### src/rtl/stopwatch_pkg.sv
// Shared definitions for the mm:ss stopwatch: FSM encoding and BCD digit limits.
// Latency: n/a (types and constants only).
// Backpressure: n/a.
package stopwatch_pkg;

    // Run/pause state; the encoding is fixed so running can be read straight off the state bit.
    typedef enum logic {
        ST_PAUSE = 1'b0,
        ST_RUN   = 1'b1
    } sw_state_e;

    // Largest legal value of the ones digit and of the tens digit in a 00..59 field.
    localparam logic [3:0] BCD_ONES_MAX = 4'd9;
    localparam logic [3:0] BCD_TENS_MAX = 4'd5;

    // True when a two-digit field sits at 59, the point where the next increment wraps.
    function automatic logic bcd_is_59(input logic [3:0] tens, input logic [3:0] ones);
        return (tens == BCD_TENS_MAX) && (ones == BCD_ONES_MAX);
    endfunction

endpackage

### src/rtl/bcd_mod60.sv
// Two-digit BCD counter 00..59 with synchronous clear and single-step increment.
// Latency: digits update on the clock edge after inc_i/clr_i; carry_o is combinational.
// Backpressure: none; every inc_i is consumed in the cycle it is presented.
module bcd_mod60
    import stopwatch_pkg::*;
(
    input  logic       clk,
    input  logic       rst,
    input  logic       clr_i,
    input  logic       inc_i,
    output logic [3:0] tens_o,
    output logic [3:0] ones_o,
    output logic       carry_o
);

    logic [3:0] tens_q, tens_d;
    logic [3:0] ones_q, ones_d;

    // Next digit values: clear wins, otherwise step ones and ripple into tens.
    always_comb begin
        tens_d  = tens_q;
        ones_d  = ones_q;
        carry_o = 1'b0;
        if (clr_i) begin
            tens_d = 4'd0;
            ones_d = 4'd0;
        end else if (inc_i) begin
            carry_o = bcd_is_59(tens_q, ones_q);
            if (ones_q == BCD_ONES_MAX) begin
                ones_d = 4'd0;
                if (tens_q == BCD_TENS_MAX) begin
                    tens_d = 4'd0;
                end else begin
                    tens_d = tens_q + 4'd1;
                end
            end else begin
                ones_d = ones_q + 4'd1;
            end
        end
    end

    // Digit registers.
    always_ff @(posedge clk or posedge rst) begin
        if (rst) begin
            tens_q <= 4'd0;
            ones_q <= 4'd0;
        end else begin
            tens_q <= tens_d;
            ones_q <= ones_d;
        end
    end

    assign tens_o = tens_q;
    assign ones_o = ones_q;

endmodule

### src/rtl/stopwatch_counter.sv
// mm:ss stopwatch: 1 Hz counting with run/pause toggle, synchronous clear and per-field manual adjust.
// Latency: digits, running and blink change one clock after the tick or pause edge that causes them.
// Backpressure: none; inputs are sampled levels and every tick is acted on in its own cycle.
module stopwatch_counter
    import stopwatch_pkg::*;
#(
    parameter int unsigned CLK_HZ = 100000000
) (
    input  logic       clk,
    input  logic       rst,
    input  logic       pause,
    input  logic       clr,
    input  logic       adj,
    input  logic       sel,
    output logic [3:0] min_tens,
    output logic [3:0] min_ones,
    output logic [3:0] sec_tens,
    output logic [3:0] sec_ones,
    output logic       running,
    output logic       blink
);

    // The prescaler spans half a second, so its wrap is the 2 Hz tick.
    localparam int unsigned HALF_SEC = CLK_HZ / 2;
    localparam int unsigned PW       = $clog2(HALF_SEC);
    localparam logic [PW-1:0] PRESC_MAX = PW'(HALF_SEC - 1);

    logic [PW-1:0] presc_q, presc_d;
    logic          phase_q, phase_d;
    logic          blink_q, blink_d;
    logic          pause_q;
    sw_state_e     state_q, state_d;

    logic tick_2hz;
    logic tick_1hz;
    logic pause_edge;
    logic count_en;
    logic sec_inc, min_inc;
    logic sec_carry, min_carry;
    logic unused_min_carry;

    // clr holds the prescaler at 0, which also masks any tick landing in a clr cycle.
    assign tick_2hz   = !clr && (presc_q == PRESC_MAX);
    // phase_q is 1 after an odd number of half-second ticks, so every second tick is a full second.
    assign tick_1hz   = tick_2hz && phase_q;
    assign pause_edge = pause && !pause_q;

    // Normal counting uses the current state, so a pause edge in the same cycle does not affect this tick.
    assign count_en = !adj && (state_q == ST_RUN) && tick_1hz;
    // In adjust mode only the selected field steps, and the seconds wrap never carries into minutes.
    assign sec_inc  = (adj && sel && tick_2hz) || count_en;
    assign min_inc  = (adj && !sel && tick_2hz) || (count_en && sec_carry);

    // Prescaler, 1 Hz phase and blink next-state.
    always_comb begin
        presc_d = presc_q;
        phase_d = phase_q;
        blink_d = blink_q;
        if (clr) begin
            presc_d = '0;
            phase_d = 1'b0;
        end else if (tick_2hz) begin
            presc_d = '0;
            phase_d = !phase_q;
            blink_d = !blink_q;
        end else begin
            presc_d = presc_q + PW'(1);
        end
    end

    // Timebase registers.
    always_ff @(posedge clk or posedge rst) begin
        if (rst) begin
            presc_q <= '0;
            phase_q <= 1'b0;
            blink_q <= 1'b0;
        end else begin
            presc_q <= presc_d;
            phase_q <= phase_d;
            blink_q <= blink_d;
        end
    end

    // Previous pause level for rising-edge detection.
    always_ff @(posedge clk or posedge rst) begin
        if (rst) begin
            pause_q <= 1'b0;
        end else begin
            pause_q <= pause;
        end
    end

    // Run/pause next state: each pause rising edge flips it; clr leaves it alone.
    always_comb begin
        state_d = state_q;
        if (pause_edge) begin
            state_d = (state_q == ST_RUN) ? ST_PAUSE : ST_RUN;
        end
    end

    // Run/pause state register.
    always_ff @(posedge clk or posedge rst) begin
        if (rst) begin
            state_q <= ST_PAUSE;
        end else begin
            state_q <= state_d;
        end
    end

    bcd_mod60 u_sec (
        .clk     (clk),
        .rst     (rst),
        .clr_i   (clr),
        .inc_i   (sec_inc),
        .tens_o  (sec_tens),
        .ones_o  (sec_ones),
        .carry_o (sec_carry)
    );

    bcd_mod60 u_min (
        .clk     (clk),
        .rst     (rst),
        .clr_i   (clr),
        .inc_i   (min_inc),
        .tens_o  (min_tens),
        .ones_o  (min_ones),
        .carry_o (min_carry)
    );

    // 59:59 simply wraps to 00:00; the minute carry has no further consumer.
    assign unused_min_carry = min_carry;

    assign running = (state_q == ST_RUN);
    assign blink   = blink_q;

endmodule

### config.mk
export PLATFORM = sky130hd
export DESIGN_NAME = stopwatch_counter
export DESIGN_NICKNAME = d
export VERILOG_FILES = /design/src/rtl/stopwatch_pkg.sv /design/src/rtl/bcd_mod60.sv /design/src/rtl/stopwatch_counter.sv
export SDC_FILE = /design/constraint.sdc
export NUM_CORES = 1
export LEC_CHECK = 0
export CAP_MARGIN = 20
export CORE_UTILIZATION = 35
export CTS_BUF_LIST = sky130_fd_sc_hd__clkbuf_8 sky130_fd_sc_hd__clkbuf_16
export DETAILED_ROUTE_END_ITERATION = 12
export GPL_ROUTABILITY_DRIVEN = 0
export PLACE_DENSITY = 0.65
export SLEW_MARGIN = 20
export SYNTH_ARGS = -nofsm -noshare
export SYNTH_HDL_FRONTEND = slang
export SYNTH_SLANG_ARGS = --single-unit
export TNS_END_PERCENT = 30
### constraint.sdc
create_clock -name clk -period 1.9 [get_ports clk]
set_clock_uncertainty 0.05 [all_clocks]
set_input_delay 0.38 -clock clk [delete_from_list [all_inputs] [get_ports clk]]
set_output_delay 0.38 -clock clk [all_outputs]
set_load 0.01 [all_outputs]
==> impl_metrics.yaml <==
timing:
  fin_hold_ws_ps: 378
  tightest_slew_ps: 358
  slew_headroom_pct: 75.9
  setup_viol: 0
  fin_crit_ps: 1840
  fmax_ghz: 0.542
  period_share_pct: 97.0
  hold_viol: 0
  finalSetupTns_ps: 0
  rsz0062_at_grt: "true"
  slew_viol_final: 0
synth:
  synth.distinct_cells: 55
  yosys_warnings: 0
  netlist_instances: 259
  synth_area_per_cell_um2: 10.0
  synth.cell_area_mm2: 0.00260
  ys_seq_elements: 46
  seq_area_frac_synth_pct: 44.3
  yosysMostFrequentCell: "dfrtp_1"
  synthesis.nets: 274
  synth_edf_count: 0
  synth.top_cell.area_share_pct: 44.3
  async_flop_share_pct: 100
  synth.largest_area_cell: "dfrtp_1"
  synthTopCellsByArea: "dfrtp_1 44%, xor2_1 6.7%, nor2_1 6.1%, ha_1 4.3%, nand3_1 3.1%"
  synthTopCellsByCount: "46 x dfrtp_1, 42 x nor2_1, 20 x xor2_1, 18 x nand2_1, 16 x nand3_1"
  ys.flop_type: "dfrtp_1"
drt:
  vias_per_cell: 4.88
  drc: 0
  totalWireLength_mm: 5.14
  vias: 2028
  final_antenna_net_count: 0
  post_drt_wl_per_cell_um: 12.4
  first_iter_violations: 48
  dr.pass1.iters: 4
cts:
  numCtsBuffers: 5
  cts_sinks: 46
  root_buffer: "clkbuf_8"
  insertion_delay_ps: 300
  clk_pin_slew_ps: 80
  postCtsHoldBufs: 0
  h-tree-depth: 2
  cts_max_path_buffers: 2
  tritoncts: "done"
floorplanning:
  die_area_mm2: 0.00777
  io_pins: 24
  fp.dieW_um: 88.1
  start_util_pct: 36.0
  die_y_um: 88.1
  placeableCoreArea_mm2: 0.00721
  rows: 31
pwr:
  p_sw_mw: 0.419
  p_leak_nw: 1.47
  powerDensity_mw_per_mm2: 539
  p_comb_share_pct: 8.8
  intPower_mw: 1.37
  seq_power_share_pct: 57.3
  clockPowerShare_pct: 34.0
  vdd_ir_drop_max_uv: 302
  sw_frac_of_total_pct: 23.5
min_path:
  hold_path.class: "input pin to async pin"
place:
  dp.cells: 406
  numPortBuffers: 23
  dpl.hpwl_mm: 3.69
critical_path:
  crit_path_max_fanout: 7
  required_ps: 2040
  r2r_start: "presc_q[16]$_DFF_PP0_"
  cp-start-kind: "register"
  r2r_cells: 7
  reg2reg_slack_ps: 60
  criticalPathCategory: "register to register"
  worstPathArrival_ps: 1990
  endpoint_kind: "register"
  r2r_end: "u_min.ones_o[0]$_DFFE_PP0P_"
global_routing:
  grt_max_degree: 47
  grtUsageTotal_pct: 14.6
  grt_pass1_wl_mm: 8.83
  grt_overflow_total: 0
  grt_pass1_vias: 1937
  antenna_found_initial: 0
final_layout:
  finalNetCount: 331
  diodes: 0
  stdcell_count: 416
  syn2layout_area_growth_pct: 27.6
  drive_gt1_share_pct: 22.4
job:
  maxCapViolCount: 0
outcome:
  outcome: "finished clean"
-- power by group through the flow --
| stage | Sequential [mW] | Combinational, mW | Clock (mW) |
|---|---|---|---|
| floorplan | 1.05 | 0.0723 | 0 |
| global placement | 1.04 | 0.156 | 0 |
| detailed placement | 1.04 | 0.159 | 0 |
| CTS | 1.02 | 0.160 | 0.642 |
| global route | 1.03 | 0.175 | 0.684 |
| finish | 1.02 | 0.156 | 0.606 |
-- layout make-up --
class,count,area (um^2)
repair buffers,59,529
clock inverters,2,8.76
flip-flops and latches,46,1150
well taps,99,124
fillers,700,3900
multi-input cells,193,1370
clock buffers,6,82.6
inverters,11,41.3
-- metrics by stage --
stage / utilization [%] / cell area, um^2 / setup slack, ps / power, mW
global route: 45.9 / 3310 / -12.4 / 1.89
finish: 45.9 / 3310 / 56.1 / 1.79
global placement: 44.2 / 3190 / -217 / 1.20
CTS: 45.6 / 3290 / 2.88 / 1.83
detailed placement: 44.2 / 3190 / -255 / 1.20
floorplan: - / 2630 / -15.9 / 1.12
-- state kept, by name, indices dropped and copies added (netlist names) --
register      flops
presc_q          26
u_min.ones_o      4
u_min.tens_o      4
u_sec.ones_o      4
u_sec.tens_o      4
blink             1
pause_q           1
phase_q           1
running           1
-- how the worst max path moves through the flow --
| stage | start | end | slack [ps] |
|---|---|---|---|
| after detailed placement | adj | u_sec.ones_o[3]$_DFFE_PP0P_ | -260 |
| after CTS | u_sec.tens_o[1]$_DFFE_PP0P_ | u_min.ones_o[3]$_DFFE_PP0P_ | 3 |
| final | presc_q[16]$_DFF_PP0_ | u_min.ones_o[0]$_DFFE_PP0P_ | 60 |
| after global routing | adj | u_sec.ones_o[3]$_DFFE_PP0P_ | -10 |
| after floorplan | u_sec.ones_o[1]$_DFFE_PP0P_ | u_min.ones_o[0]$_DFFE_PP0P_ | -20 |
| after global placement | adj | u_sec.tens_o[0]$_DFFE_PP0P_ | -220 |
-- placed cells by master (no fill, tap or decap), drive strengths merged, types with 2 or more instances in the layout --
cell type      instances
and3                   7
a311oi                 2
and3b                  3
nor2                  42
nor4                   4
mux2i                  3
ha                     9
o21bai                 2
mux2                   2
clkbuf                 6
nand3                 18
o21ai                  3
inv                   12
xor2                  20
xnor2                  7
nand2                 19
nand4                  9
buf                   36
a32oi                  2
nor2b                  2
a21oi                  3
clkdlybuf4s50         23
a41o                   2
and2                   2
dfrtp                 46
a211oi                 2
nand2b                 4
nor3                   8
a41oi                  2
-- critical path: stages, from the launching register on --
cell,delay (ps)
dfrtp_1,410
and4bb_2,360
nand4_4,150
nor4_4,260
buf_6,160
buf_4,110
nor2_1,40
a22o_1,190
-- cell families (layout without fill, tap and decap cells) --
logic type | count (synthesis) | after routing | share of synthesized area, %
simple gates | 124 | 124 | 26.9
buf+inv | 20 | 78 | 4.14
fa+ha+maj | 9 | 9 | 4.34
flops | 46 | 46 | 44.3
xor+xnor | 27 | 27 | 9.10
mux | 5 | 5 | 2.17
compound gates | 28 | 28 | 9.01
-- per-layer routing --
layer	vias up	GRT usage, %	part of all wire, %
met1	979	19.2	48
met5	-	0	0
met2	23	24.0	49
met4	0	4.11	0.41
met3	4	3.39	2.6
li1	1022	-	-
-- repair_timing --
action / in CTS / in global routing
pin swaps: 0 / 5
setup endpoints to repair: 1 / 8
resized for setup: 1 / 6
buffers inserted: 1 / 1
Power figures use the tool's default switching activity.
